### src/rtl/led7seg_pkg.sv
// Shared types and helpers for the 4-digit 7-segment scan controller.
package led7seg_pkg;

   localparam int         NUM_DIGITS = 4;
   localparam logic [3:0] AN_OFF     = 4'b1111;

   typedef enum logic {
      ST_BLANK = 1'b0,
      ST_ON    = 1'b1
   } scan_state_t;

   // Leading-zero suppression never darkens digit 0, so a value of zero still shows "0".
   function automatic logic digit_dark(input logic [1:0]  idx,
                                       input logic [15:0] val,
                                       input logic [3:0]  mask,
                                       input logic        lz_en);
      logic upper_zero;
      upper_zero = 1'b1;
      for (int j = 0; j < NUM_DIGITS; j++) begin
         if (j >= int'(idx) && val[4*j +: 4] != 4'h0) upper_zero = 1'b0;
      end
      return mask[idx] || (lz_en && idx != 2'd0 && upper_zero);
   endfunction

   function automatic logic [3:0] an_select(input logic [1:0] idx);
      return ~(4'b0001 << idx);
   endfunction

endpackage

### src/rtl/led7seg_scan_tick_gen.sv
// Digit slot counter: wraps every REFRESH_DIV cycles and strobes the blank/slot boundaries.
module scan_tick_gen #(
   parameter int REFRESH_DIV = 100000,
   parameter int BLANK_CYC   = 1000
) (
   input  logic i_clk,
   input  logic i_rst_n,
   output logic o_blank_end,
   output logic o_slot_end,
   output logic o_slot_pre_end
);

   localparam int CW = $clog2(REFRESH_DIV);

   logic [CW-1:0] r_div_cnt;

   always_ff @(posedge i_clk or negedge i_rst_n) begin
      if (!i_rst_n) begin
         r_div_cnt <= '0;
      end else if (o_slot_end) begin
         r_div_cnt <= '0;
      end else begin
         r_div_cnt <= r_div_cnt + CW'(1);
      end
   end

   assign o_blank_end    = (r_div_cnt == CW'(BLANK_CYC - 1));
   assign o_slot_end     = (r_div_cnt == CW'(REFRESH_DIV - 1));
   // One cycle early, so a registered frame_done lines up with the boundary cycle.
   assign o_slot_pre_end = (r_div_cnt == CW'(REFRESH_DIV - 2));

endmodule

### src/rtl/led7seg_scan_ctrl.sv
// Time-multiplexed 4-digit scan with per-slot blanking and frame-aligned double buffering.
// state | meaning:  ST_BLANK | all anodes off, slot dead time   ST_ON | current digit lit
module led7seg_scan_ctrl
   import led7seg_pkg::*;
#(
   parameter int REFRESH_DIV = 100000,
   parameter int BLANK_CYC   = 1000
) (
   input  logic        i_clk,
   input  logic        i_rst_n,
   input  logic [15:0] i_digits_in,
   input  logic        i_load,
   input  logic [3:0]  i_blank_mask,
   input  logic        i_lz_en,
   output logic [3:0]  o_num,
   output logic [3:0]  o_sel_an,
   output logic        o_upd_pend,
   output logic        o_frame_done
);

   scan_state_t r_state, w_state_nxt;
   logic [1:0]  r_idx, w_idx_nxt;
   logic [15:0] r_active, w_active_nxt;
   logic [15:0] r_pending;
   logic        r_upd_pend;
   logic [3:0]  r_num;
   logic [3:0]  r_sel_an;
   logic        r_frame_done;
   logic        w_blank_end, w_slot_end, w_slot_pre_end;
   logic        w_frame_end;

   scan_tick_gen #(
      .REFRESH_DIV (REFRESH_DIV),
      .BLANK_CYC   (BLANK_CYC)
   ) u_tick (
      .i_clk          (i_clk),
      .i_rst_n        (i_rst_n),
      .o_blank_end    (w_blank_end),
      .o_slot_end     (w_slot_end),
      .o_slot_pre_end (w_slot_pre_end)
   );

   always_comb begin
      w_state_nxt  = r_state;
      w_idx_nxt    = r_idx;
      w_active_nxt = r_active;
      case (r_state)
         ST_BLANK: if (w_blank_end) w_state_nxt = ST_ON;
         ST_ON: begin
            if (w_slot_end) begin
               w_state_nxt = ST_BLANK;
               w_idx_nxt   = r_idx + 2'd1;
            end
         end
         default: w_state_nxt = ST_BLANK;
      endcase
      w_frame_end = (r_state == ST_ON) && (r_idx == 2'd3) && w_slot_end;
      // A load on the boundary cycle bypasses the pending register.
      if (w_frame_end) begin
         if (i_load)          w_active_nxt = i_digits_in;
         else if (r_upd_pend) w_active_nxt = r_pending;
      end
   end

   always_ff @(posedge i_clk or negedge i_rst_n) begin
      if (!i_rst_n) begin
         r_state      <= ST_BLANK;
         r_idx        <= 2'd0;
         r_active     <= 16'h0000;
         r_pending    <= 16'h0000;
         r_upd_pend   <= 1'b0;
         r_num        <= 4'h0;
         r_sel_an     <= AN_OFF;
         r_frame_done <= 1'b0;
      end else begin
         r_state  <= w_state_nxt;
         r_idx    <= w_idx_nxt;
         r_active <= w_active_nxt;
         if (i_load) r_pending <= i_digits_in;
         if (w_frame_end)  r_upd_pend <= 1'b0;
         else if (i_load)  r_upd_pend <= 1'b1;
         // Outputs are built from next-state values so they move on the same edge as state/idx.
         r_num    <= w_active_nxt[{w_idx_nxt, 2'b00} +: 4];
         r_sel_an <= (w_state_nxt == ST_ON &&
                      !digit_dark(w_idx_nxt, w_active_nxt, i_blank_mask, i_lz_en))
                     ? an_select(w_idx_nxt) : AN_OFF;
         r_frame_done <= w_slot_pre_end && (r_idx == 2'd3);
      end
   end

   assign o_num        = r_num;
   assign o_sel_an     = r_sel_an;
   assign o_upd_pend   = r_upd_pend;
   assign o_frame_done = r_frame_done;

endmodule

### config.mk
export PLATFORM = sky130hd
export DESIGN_NAME = led7seg_scan_ctrl
export DESIGN_NICKNAME = d
export VERILOG_FILES = /design/src/rtl/led7seg_pkg.sv /design/src/rtl/led7seg_scan_tick_gen.sv /design/src/rtl/led7seg_scan_ctrl.sv
export SDC_FILE = /design/constraint.sdc
export NUM_CORES = 1
export LEC_CHECK = 0
export ABC_CLOCK_PERIOD_IN_PS = 6800
export CORE_UTILIZATION = 60
export DETAILED_ROUTE_END_ITERATION = 8
export HOLD_SLACK_MARGIN = 0.08
export PLACE_DENSITY_LB_ADDON = 0.08
export REMOVE_ABC_BUFFERS = 1
export SYNTH_ARGS = -nofsm -noshare
export SYNTH_HDL_FRONTEND = slang
export SYNTH_SLANG_ARGS = --single-unit
### constraint.sdc
create_clock -name i_clk -period 6.8 [get_ports i_clk]
set_input_delay 2.04 -clock i_clk [delete_from_list [all_inputs] [get_ports i_clk]]
set_output_delay 2.04 -clock i_clk [all_outputs]
set_load 0.005 [all_outputs]
# Word level (Yosys, flattened, before mapping)
# Cells that the tools add are included.
# Widths: inputs -> output; s select.
# op_classes
add_sub_neg	2
order_cmp	4
n_eq_ne	4
n_shift	2
mux	18
bitwise_logic	2
reduce_logical	17
# op_table
cell	n
$mux 16	3
$eq 17x17->1 const B	2
$add 17x1->17 const B	1
$eq 17x10->1 const B	1
$mux 17	1
$reduce_bool 4->1	4
$shiftx 16x5->4	1
$logic_and 1x1->1	9
$mux 1	9
$ge 1x2->1 const A	2
$mux 2	2
$mux 4	1
$not 4->4	1
$reduce_bool 2->1	2
$shl 1x2->4 const A	1
$lt 2x3->1 const B	1
$add 2x1->2 const B	1
$bmux 1 s2	1
$eq 2x2->1 const B	1
$ge 2x2->1 const A	1
$pmux 1 s2	1
$logic_not 1->1	1
$logic_or 1x1->1	1
$not 1->1	1
# totals
regBits	62
output_inout_bits	10
wordCells	58

# Depth between registers and ports, before layout
# logic_depth
ltp_word	15
depth_mapped	9
depth_no_buf	8

# Modules after synthesis
# From an unflattened synthesis, not the netlist that was laid out.
# hier_totals
hier_cells	232
hier_area_um2	2916.5
# by_module_without_submodules
mod	instances	cells_each	area_each_um2	seq_area_each_um2
led7seg_scan_ctrl	1	148	2013.2	1131.1
scan_tick_gen	1	84	903.4	425.4

# Worst setup path before layout
# No wires, ideal clock.
# synth_timing
path_type	input to register
startpoint	input port i_load
endpoint	register r_num[1] (netlist: o_num[1])
setup_time_ps	125
arrival_ps	3376
setup_slack_ps	3299
cell_stages	7
path_buffers	2
cell_sequence	buf_4 -> buf_1 -> inv_1 -> o22ai_1 -> a21oi_1 -> mux2_2 -> mux2_2
# synth_via
elab_chain_len	3
# synth_rtl
element	line_no	text
start, declared	led7seg_scan_ctrl.sv:12	input logic i_load,
$mux 16	led7seg_scan_ctrl.sv:60	if (i_load) w_active_nxt = i_digits_in;
$mux 16	led7seg_scan_ctrl.sv:59	if (w_frame_end) begin
named net w_active_nxt[1]	led7seg_scan_ctrl.sv:23	logic [15:0] r_active, w_active_nxt;
$shiftx 16x5->4	led7seg_scan_ctrl.sv:83	r_num <= w_active_nxt[{w_idx_nxt, 2'b00} +: 4];
end signal, assigned	led7seg_scan_ctrl.sv:83	
end, declared	led7seg_scan_ctrl.sv:26	logic [3:0] r_num;
# The timed path passes the listed nets, and every way through them passes these cells.
# A chain may end at the register's enable or synchronous reset.

# Worst setup path after layout
# Same ends and word-level chain as after synthesis.

==> out/metrics.cfg <==
[drt]
drt_wl_total_um = 6520
ant_nets = 0
post_drt_wl_per_cell_um = 16.5
drc = 0
post_drt_via_cell_ratio = 6.06
drt_iter0_markers = 223
drtPass1Iterations = 4
vias = 2399

[clock_network]
cts.path.max_buffers = 2
clk_pin_slew_ns = 0.07
ctsHoldBuffers = 0
numCtsBuffers = 9
clock_latency_ns = 0.34
cts_resized = 0
cts_sinks = 62
root_buffer = clkbuf_8
cts_setup_buffers = 0
htreeDepth = 3
cts_tree = built

[critical_path]
critPathLaunchType = input port
path_class = input port to register
worstPathRequired_ns = 7.03
cp.arrival_ns = 4.20
crit_path_max_fanout = 31
end_kind = register

[final_layout]
multi_input_area_um2 = 1440
fin_nets = 351
fillers = 346
diodes = 0
area_delta_synth_final_pct = 20.4
final_util = 0.767
drive_above_1_share = 0.176
seqCellArea_um2 = 1560

[place]
hpwlAfterDp_um = 4490
io_buffers = 33
place_congestion = 0.902

[power]
vdd_drop_max_mv = 0.151
power.leakage_nw = 1.64
power_density_nw_per_um2 = 223
seqPwrFrac = 0.468
combPwrFrac = 0.062
power_uw = 824
switching_share = 0.211
p_clk_frac = 0.470
switchingPower_uw = 174
p_int_uw = 650

[global_route]
grt_pass1_vias = 2277
grt_usage = 0.273
grt_max_degree = 63
grt_pass1_wl_um = 10800
overflow = 0
antenna_found_initial = 0

[die]
coreArea_um2 = 4820
dieHeight_um = 73.5
ioPinCount = 34
die-area_um2 = 5400
die_w_um = 73.5
rows = 25
initial_core_util = 0.637

[sta]
setup_viol = 0
fmax_mhz = 252
final.period_utilization = 0.583
skew_ns = 0.00960
hold_viol = 0
rsz0062_at_grt = no
period_needed_ns = 3.97
tns_ns = 0
slew_headroom = 0.483
worst-slew-pin-transition_ns = 0.775
drv_slew = 0

[logic_synthesis]
ys_seq_elements = 62
synth_most_common_cell = dfrtp_1
synth.area.top_cells = dfrtp_1, mux2_2, nor2_1
synth_cell_types = 51
ys_async_sr_fraction = 1.00
synth-edff-count = 0
ys.flop_type = dfrtp_1
avgSynthCellArea_um2 = 10.8
yosysTopAreaCell = dfrtp_1
synth_common_cells = dfrtp_1, nor2_1, mux2_2
postSynthCellCount = 285
synth_top_area_frac = 0.473
synth.cell_area_um2 = 3070
ys_warn_count = 0
ys_seq_area_frac = 0.507

[hold_path]
hold_class = register to register

[status]
status = finished clean

[flow_run]
cap_violations = 0

-- sequential cells by signal (all words and copies together) (netlist names) --
name	count
r_active	16
r_idx	2
o_sel_an	4
o_num	4
u_tick.r_div_cnt	17
r_state	1
r_pending	16
o_frame_done	1
o_upd_pend	1
-- worst max-delay path: stages --
cell and delay [ns]:
clkdlybuf4s50_1 0.45, buf_4 0.32, nor2_1 0.10, nor2_1 0.26
nand2_2 0.17, mux2_2 0.33, mux2_2 0.26, mux2_2 0.25
-- power by group through the flow --
| stage | clock (mW) | sequential (mW) | combinational (mW) |
|---|---|---|---|
| final | 0.387 | 0.386 | 0.0509 |
| after global routing | 0.406 | 0.387 | 0.0570 |
| after global placement | 0 | 0.392 | 0.0507 |
| after detailed placement | 0 | 0.393 | 0.0510 |
| after floorplan | 0 | 0.392 | 0.0197 |
| after CTS | 0.393 | 0.386 | 0.0514 |
-- kinds of logic after synthesis --
logic type | after synthesis | share of synthesized area
xor gates and xnor gates | 15 | 0.0428
muxes | 23 | 0.0836
buffers and inverters | 17 | 0.0245
and+or+nand+nor | 109 | 0.206
AOI/OAI and AO/OA | 56 | 0.124
DFF | 62 | 0.507
adders and majority gates | 3 | 0.0122
-- final timing paths --
| check | to | depth (start not counted) | startpoint | slack (ns) |
|---|---|---|---|---|
| hold / removal | u_tick.r_div_cnt[0]$_DFF_PN0_ | 1 | u_tick.r_div_cnt[0]$_DFF_PN0_ | 0.51 |
| min in group asynchronous | r_pending[11]$_DFFE_PN0P_ | 2 | i_rst_n | 1.85 |
| setup reg to reg | o_num[1]$_DFF_PN0_ | 7 | u_tick.r_div_cnt[5]$_DFF_PN0_ | 3.82 |
| max in group asynchronous | r_pending[12]$_DFFE_PN0P_ | 2 | i_rst_n | 4.43 |
| setup / recovery | o_num[1]$_DFF_PN0_ | 8 | i_load | 2.83 |
| hold reg to reg | u_tick.r_div_cnt[0]$_DFF_PN0_ | 1 | u_tick.r_div_cnt[0]$_DFF_PN0_ | 0.51 |
-- routing by layer --
layer,GRT usage,part of all wire
met5,0,0
met4,0.152,0.025
met3,0.0521,0.069
met2,0.385,0.44
met1,0.394,0.47
-- cell usage in the layout (no fill, tap or decap), drive strengths merged, types with 2 or more instances in the layout --
cell and n:
dfrtp 58, clkdlybuf4s50 32, nor2 32, mux2 21, nand2 17, nand3 12
nand4 10, a31oi 10, o21ai 10, nor4 10, xor2 9, clkbuf 9
inv 9, a21oi 7, a211oi 7, xnor2 6, or4 6, nor3 5
and4 4, dfstp 4, and2 4, o211a 4, buf 4, a21o 3
o21a 3, o211ai 3, ha 3, clkinv 3, bufinv 3, and3 3
nor4b 2, o22ai 2, a221o 2, mux2i 2, o31ai 2
-- metrics by stage --
stage | cell area [um2] | hold slack (ns) | worst slack, ns | std cells
2_1_floorplan | 3030 | 0.475 | 3.41 | 277
3_3_place_gp | 3460 | 0.492 | 2.54 | 380
5_1_grt | 3690 | 0.525 | 2.66 | 396
4_1_cts | 3690 | 0.510 | 2.85 | 396
3_5_place_dp | 3460 | 0.497 | 2.50 | 380
6_report | 3690 | 0.507 | 2.83 | 396
-- layout make-up --
cell class              count  area share
flip-flops and latches     62       0.421
multi-input cells         206       0.389
repair buffers             36      0.0941
clock buffers               9      0.0335
clock inverters             7      0.0305
well taps                  67      0.0227
inverters                   9     0.00914
Power figures use the tool's default switching activity.
